--- src/rtl/mem_arb_pkg.sv ---
// Shared types and default widths for the two-requester dmem arbiter.
package mem_arb_pkg;

  localparam int unsigned DefAddrW = 32;
  localparam int unsigned DefSclW  = 16;
  localparam int unsigned DefVecW  = 256;
  localparam int unsigned NumReq   = 2;

  typedef enum logic [1:0] {
    StIdle,
    StIssue,
    StResp
  } state_e;

endpackage

--- src/rtl/rr_arbiter2.sv ---
// Two-way round-robin pick: a lone requester wins, contention goes to the
// requester that did not win last.
module rr_arbiter2
  import mem_arb_pkg::*;
(
  input  logic [NumReq-1:0] req_i,
  input  logic              last_winner_i,
  output logic              winner_o,
  output logic              valid_o
);

  always_comb begin
    valid_o = |req_i;
    if (&req_i) begin
      winner_o = ~last_winner_i;
    end else begin
      winner_o = req_i[1];
    end
  end

endmodule

--- src/rtl/mem_arbiter.sv ---
// Arbitrates a processor and a loader onto a single dmem with scalar and vector ports.
// One access at a time: IDLE samples, ISSUE drives dmem, RESP returns read data.
module mem_arbiter
  import mem_arb_pkg::*;
#(
  parameter int unsigned ADDR_W = DefAddrW,
  parameter int unsigned SCL_W  = DefSclW,
  parameter int unsigned VEC_W  = DefVecW
) (
  input  logic                           clk,
  input  logic                           reset,
  input  logic [NumReq-1:0]              req_i,
  input  logic [NumReq-1:0]              we_i,
  input  logic [NumReq-1:0]              vec_i,
  input  logic [NumReq-1:0][ADDR_W-1:0]  addr_i,
  input  logic [NumReq-1:0][VEC_W-1:0]   wdata_i,
  output logic [NumReq-1:0]              gnt_o,
  output logic [NumReq-1:0]              rvalid_o,
  output logic [VEC_W-1:0]               rdata_o,
  output logic                           mem_we,
  output logic                           mem_src_sel,
  output logic [ADDR_W-1:0]              mem_addr,
  output logic [SCL_W-1:0]               mem_wdata_a,
  output logic [VEC_W-1:0]               mem_wdata_b,
  input  logic [SCL_W-1:0]               q_a,
  input  logic [VEC_W-1:0]               q_b,
  output logic                           busy_o
);

  state_e              state_q, state_d;
  logic                last_winner_q, last_winner_d;
  logic                winner_q, winner_d;
  logic [NumReq-1:0]   gnt_q, gnt_d;
  logic [NumReq-1:0]   rvalid_q, rvalid_d;
  logic                mem_we_q, mem_we_d;
  logic                src_sel_q, src_sel_d;
  logic [ADDR_W-1:0]   addr_q, addr_d;
  logic [SCL_W-1:0]    wdata_a_q, wdata_a_d;
  logic [VEC_W-1:0]    wdata_b_q, wdata_b_d;

  logic arb_winner;
  logic arb_valid;

  rr_arbiter2 u_rr_arbiter2 (
    .req_i         (req_i),
    .last_winner_i (last_winner_q),
    .winner_o      (arb_winner),
    .valid_o       (arb_valid)
  );

  always_comb begin
    state_d       = state_q;
    last_winner_d = last_winner_q;
    winner_d      = winner_q;
    gnt_d         = '0;
    rvalid_d      = '0;
    mem_we_d      = 1'b0;
    src_sel_d     = src_sel_q;
    addr_d        = addr_q;
    wdata_a_d     = wdata_a_q;
    wdata_b_d     = wdata_b_q;

    unique case (state_q)
      StIdle: begin
        if (arb_valid) begin
          state_d             = StIssue;
          winner_d            = arb_winner;
          last_winner_d       = arb_winner;
          gnt_d[arb_winner]   = 1'b1;
          mem_we_d            = we_i[arb_winner];
          src_sel_d           = vec_i[arb_winner];
          addr_d              = addr_i[arb_winner];
          wdata_a_d           = wdata_i[arb_winner][SCL_W-1:0];
          wdata_b_d           = wdata_i[arb_winner];
        end
      end
      StIssue: begin
        // mem_we_q still holds the latched we of the access being issued.
        if (mem_we_q) begin
          state_d = StIdle;
        end else begin
          state_d            = StResp;
          rvalid_d[winner_q] = 1'b1;
        end
      end
      StResp: begin
        state_d = StIdle;
      end
      default: begin
        state_d = StIdle;
      end
    endcase
  end

  always_ff @(posedge clk or negedge reset) begin
    if (!reset) begin
      state_q       <= StIdle;
      last_winner_q <= 1'b1;
      winner_q      <= 1'b0;
      gnt_q         <= '0;
      rvalid_q      <= '0;
      mem_we_q      <= 1'b0;
      src_sel_q     <= 1'b0;
      addr_q        <= '0;
      wdata_a_q     <= '0;
      wdata_b_q     <= '0;
    end else begin
      state_q       <= state_d;
      last_winner_q <= last_winner_d;
      winner_q      <= winner_d;
      gnt_q         <= gnt_d;
      rvalid_q      <= rvalid_d;
      mem_we_q      <= mem_we_d;
      src_sel_q     <= src_sel_d;
      addr_q        <= addr_d;
      wdata_a_q     <= wdata_a_d;
      wdata_b_q     <= wdata_b_d;
    end
  end

  // dmem read data arrives during RESP, so it is steered straight through.
  always_comb begin
    rdata_o = '0;
    if (state_q == StResp) begin
      rdata_o = src_sel_q ? q_b : {{(VEC_W-SCL_W){1'b0}}, q_a};
    end
  end

  assign gnt_o       = gnt_q;
  assign rvalid_o    = rvalid_q;
  assign mem_we      = mem_we_q;
  assign mem_src_sel = src_sel_q;
  assign mem_addr    = addr_q;
  assign mem_wdata_a = wdata_a_q;
  assign mem_wdata_b = wdata_b_q;
  assign busy_o      = (state_q != StIdle);

endmodule

--- config.mk ---
export PLATFORM = sky130hd
export DESIGN_NAME = mem_arbiter
export DESIGN_NICKNAME = d
export VERILOG_FILES = /design/src/rtl/mem_arb_pkg.sv /design/src/rtl/rr_arbiter2.sv /design/src/rtl/mem_arbiter.sv
export SDC_FILE = /design/constraint.sdc
export NUM_CORES = 1
export LEC_CHECK = 0
export BUFFER_PORTS_ARGS = -buffer_cell sky130_fd_sc_hd__clkbuf_2
export CAP_MARGIN = 30
export CORE_AREA = 10 10 552 554
export DETAILED_ROUTE_END_ITERATION = 7
export DIE_AREA = 0 0 562 564
export GPL_TIMING_DRIVEN = 0
export PLACE_DENSITY = 0.3
export SYNTH_ARGS = -nofsm -noshare
export SYNTH_HDL_FRONTEND = slang
export SYNTH_HIERARCHICAL = 1
export SYNTH_SLANG_ARGS = --single-unit
--- constraint.sdc ---
create_clock -name clk -period 1.65 [get_ports clk]
set_input_delay 0.33 -clock clk [delete_from_list [all_inputs] [get_ports clk]]
set_output_delay 0.33 -clock clk [all_outputs]
set_load 0.01 [all_outputs]
Yosys cells after proc, flatten, opt, wreduce, memory -nomap -nowiden --
Index checks and enable logic that the tools add are counted.
Cells by class: reduce and logical (&&, ||, !) cells 7, magnitude comparators 4, mux-type cells 24, eq/ne operators 3, bitwise gates (word level) 1
Operators with widths (count):
- two-way mux 256 bit | 4
- two-way mux 32 bit | 2
- two-way mux 2 bit | 6
- two-way mux 1 bit | 9
- < comparator 1 x 2 -> 1 bit, second input constant | 2
- case mux 2 bit (2 select lines) | 1
- AND reduction 2 bit | 2
- demux 1 bit (select 1 bit) | 2
- == test 2 x 1 -> 1 bit, second input constant | 1
- == test 2 bit, second input constant | 1
- greater-or-equal comparator 1 bit, second input constant | 2
- logical AND 1 bit | 2
- logical NOT 2 bit | 1
- != test 2 bit, second input constant | 1
- nonzero test 2 bit | 1
- OR reduction 2 bit | 1
- inverter 1 bit | 1
Word-level totals: output and inout bits 567, bits of input ports 856, word-level logic and storage cells 49, register bits after elaboration 314

Logic depth before layout (Yosys ltp) --
depth in word-level cells 8, gate-level depth with buffers 7, depth with buffers taken out 4

Hierarchy --
Netlist, hierarchy kept.
Modules (own cells, without submodules):
- mem_arbiter | area each 17956.0 µm², cells an instance 1275, times used 1, seq. area each 7458.4 µm²
- rr_arbiter2 | area each 13.8 µm², cells an instance 2, times used 1, seq. area each 0.0 µm²

Least setup slack after synthesis --
Ideal clock, no wire load.
path kind reg-to-output, start point register src_sel_q, in the netlist mem_src_sel, end point output port rdata_o[100], path buffers 4, setup slack -0.119 ns, stages on the path, launching flop included 7, data required time 1.320 ns, arrival 1.439 ns, path through dfrtp_1 buf_2 and3b_1 clkbuf_1 buf_2 buf_2 and2_1
Between the ends: word-level cells in the longest chain between the ends 2
RTL lines:
- start, declared | RTL line mem_arbiter.sv:36 | logic src_sel_q, src_sel_d;
- start signal, assigned | RTL line mem_arbiter.sv:114 | src_sel_q <= src_sel_d;
- two-way mux 256 bit | RTL line mem_arbiter.sv:125 | rdata_o = src_sel_q ? q_b : {{(VEC_W-SCL_W){1'b0}}, q_a};
- two-way mux 256 bit | RTL line mem_arbiter.sv:124 | if (state_q == StResp) begin
- end, declared | RTL line mem_arbiter.sv:19 | output logic [VEC_W-1:0] rdata_o,
No other way between the ends.

Worst setup path in the final report --
start point register src_sel_q, in the netlist mem_src_sel, end point output port rdata_o[229]
Same word-level chain as after synthesis.

==> results_dict.tcl <==
set metrics [dict create \
    synth_area_leader_cell "dfrtp_1" \
    slew_viol_final 0 \
    crit_path_max_fanout 5 \
    violations "hold timing, setup timing" \
    yosys-top-cells-area "dfrtp_1 (41%), mux2_4 (24%), mux2_1 (16%)" \
    cts_tree "built" \
    min_path_type "input port to asynchronous set/reset pin" \
    die_w_um 562 \
    fp.coreArea_mm2 0.293 \
    syn2layout_area_growth_pct 114 \
    syn_area_mm2 0.0180 \
    grt_pass1_vias 20200 \
    syn-instance-count 1277 \
    drcViolationCount 0 \
    synthDistinctLibCells 22 \
    yosysWarningCount 6 \
    pre_cts_ws_ps -1410 \
    min_period_over_period_pct 165 \
    worst_setup_path_end_kind "output port" \
    detail-route-antenna-nets 0 \
    period_needed_ps 2730 \
    reg2reg_depth 8 \
    fin_skew_ps 24.8 \
    postSynthNetCount 2133 \
    clock-root-buffer "clkbuf_16" \
    holdWs_ps -188 \
    rsz0062_at_grt "true" \
    synth_top_area_share_pct 41.4 \
    first_iter_violations 1001 \
    cp_data_required_time_ps 1320 \
    avgSynthCellArea_um2 14.1 \
    drive_gt1_share_pct 73.4 \
    worst_slew_pin_slew_ps 890 \
    wl_per_cell_um 27.9 \
    clk_pin_slew_ps 60 \
    setup_viol 561 \
    cts.sink_count 298 \
    leakagePower_nw 18.1 \
    grt_max_degree 89 \
    io_buffers 1422 \
    max_slew_margin_pct 40.7 \
    setup.worst_path.start_class "flop" \
    antenna_found_initial 124 \
    peakVddDrop_uv 680 \
    postCtsHoldBufs 249 \
    ys.flop_type "dfrtp_1" \
    grt_remaining_overflow 0 \
    yosysMostFrequentCell "dfrtp_1" \
    drtPass1Iterations 5 \
    ys_seq_elements 298 \
    h-tree-depth 2 \
    async_reset_ff_share_pct 100 \
    vias 18800 \
    grt_first_pass_wirelength_um 234000 \
    fmax_mhz 366 \
    crit_arrival_ps 2400 \
    layout.nets 3926 \
    crit_type "flop to output port" \
    utilization_pct 13.1 \
    finalWorstSetupSlack_ps -1080 \
    synth_top_cells_by_count "dfrtp_1 (297), mux2_4 (288), mux2_1 (255), and2_1 (242), buf_2 (53)" \
    rows 199 \
    viasPerCell 2.67 \
    total_power_mw 58.1 \
    synth_edf_count 0 \
    io_pins 1423 \
    regArea_mm2 0.00746 \
    n_fill_cell 33400 \
    status "finished, violations left" \
    timing_hold_violations_final 85 \
    place_congestion 0.995 \
    cts.path.max_buffers 3 \
    grt_use_total_pct 11.3 \
    die_y_um 564 \
    synth.yosys.seq_area_share_pct 41.5 \
    cap_viol_max_count 0 \
    hpwlAfterDp_um 170000 \
    clk_latency_ps 640 \
    routed_wl_um 197000 \
    p_per_area_mw_per_mm2 1510 \
    start_util_pct 6.13 \
    die_area_mm2 0.317 \
    multi_input_area_mm2 0.0102 \
    cts_made_buffers 43 \
]
-- path summary, 6_finish.rpt --
kind	endpoint	from	slack (ps)
setup / recovery	rdata_o[229]	mem_src_sel	-1080
hold / removal	mem_wdata_b[72]	reset	-190
setup reg to reg	mem_wdata_b[102]	last_winner_q	-500
hold reg to reg	rvalid_o[0]	winner_q	470
max in group asynchronous	mem_wdata_b[174]	reset	410
min in group clk	mem_wdata_b[162]	wdata_i[418]	70
-- where the power goes --
group / switching [mW] / leakage (nW) / internal, mW
clock network: 4.13 / 0.704 / 5.79
registers: 2.65 / 3.48 / 11.1
logic: 16.3 / 13.9 / 18.0
total: 23.1 / 18.1 / 35.0
-- timing repair --
action	4_1_cts	5_1_grt
endpoints found under the hold margin	249	85
resized for setup	332	586
cloned	1	38
endpoints found under the setup margin	596	592
pin swaps	6	54
setup buffers	6	31
-- flip-flops by register name (all words and copies together), names as in the netlist --
register	flops
state_q	2
mem_src_sel	1
rvalid_o	2
mem_wdata_a	15
mem_we	1
winner_q	1
mem_addr	32
gnt_o	2
last_winner_q	1
mem_wdata_b	241
-- cell families (layout without fill, tap and decap cells) --
family / count (synthesis) / in the layout / synth area share [%]
compound gates: 1 / 1 / 0.0418
buf+inv: 114 / 1938 / 6.06
flops: 298 / 298 / 41.5
mux: 597 / 597 / 43.3
other cells: 0 / 24 / 0
simple gates: 267 / 267 / 9.08
-- per-stage QoR --
stage / cell area [um2] / instances / setup TNS (ps)
2_1_floorplan: 18400 / 1277 / -8680
3_3_place_gp: 30400 / 6618 / -2891180
3_5_place_dp: 30500 / 6621 / -509400
4_1_cts: 35700 / 6953 / -452930
5_1_grt: 38400 / 7025 / -399960
6_report: 38500 / 7044 / -348610
-- cell usage in the layout, fill, tap and decap left out, drive strengths merged --
master       netlist  layout
clkbuf            11    1371
mux2             580     580
buf              102     302
dfrtp            297     297
dlygate4sd3        0     249
and2             242     242
diode              0      24
nor2              18      18
mux2i             17      17
clkinv             0      11
bufinv             0       3
clkinvlp           0       2
or2                2       2
and3b              1       1
nand2b             1       1
or3b               1       1
nor3b              1       1
nor2b              1       1
dfstp              1       1
a21boi             1       1
-- critical path, cell delays in order (launching register included) --
cell,delay (ps)
dfrtp_1,390
buf_12,140
and3b_4,330
buf_12,150
buf_12,140
buf_6,110
clkbuf_16,130
and2_4,240
buf_6,130
-- metal layers --
metal | global-route usage (%) | part of all wire [%] | up-vias | wire, um
li1 | - | - | 8040 | -
met3 | 4.62 | 9.6 | 307 | 18800
met5 | 0 | 0.23 | - | 446
met4 | 3.59 | 3.6 | 68 | 7120
met1 | 12.8 | 38 | 9107 | 75100
met2 | 19.3 | 48 | 1270 | 95300
-- area by class of cell --
type                    instances  area share, %
repair buffers               1750           32.7
multi-input cells             865           26.5
flip-flops and latches        298           19.4
well taps                    3919           12.7
plain buffers                 111           4.80
clock buffers                  61           3.29
clock inverters                15          0.423
diodes                         24          0.156
inverters                       1         0.0780
No activity file was read; power rests on OpenSTA's default activity.
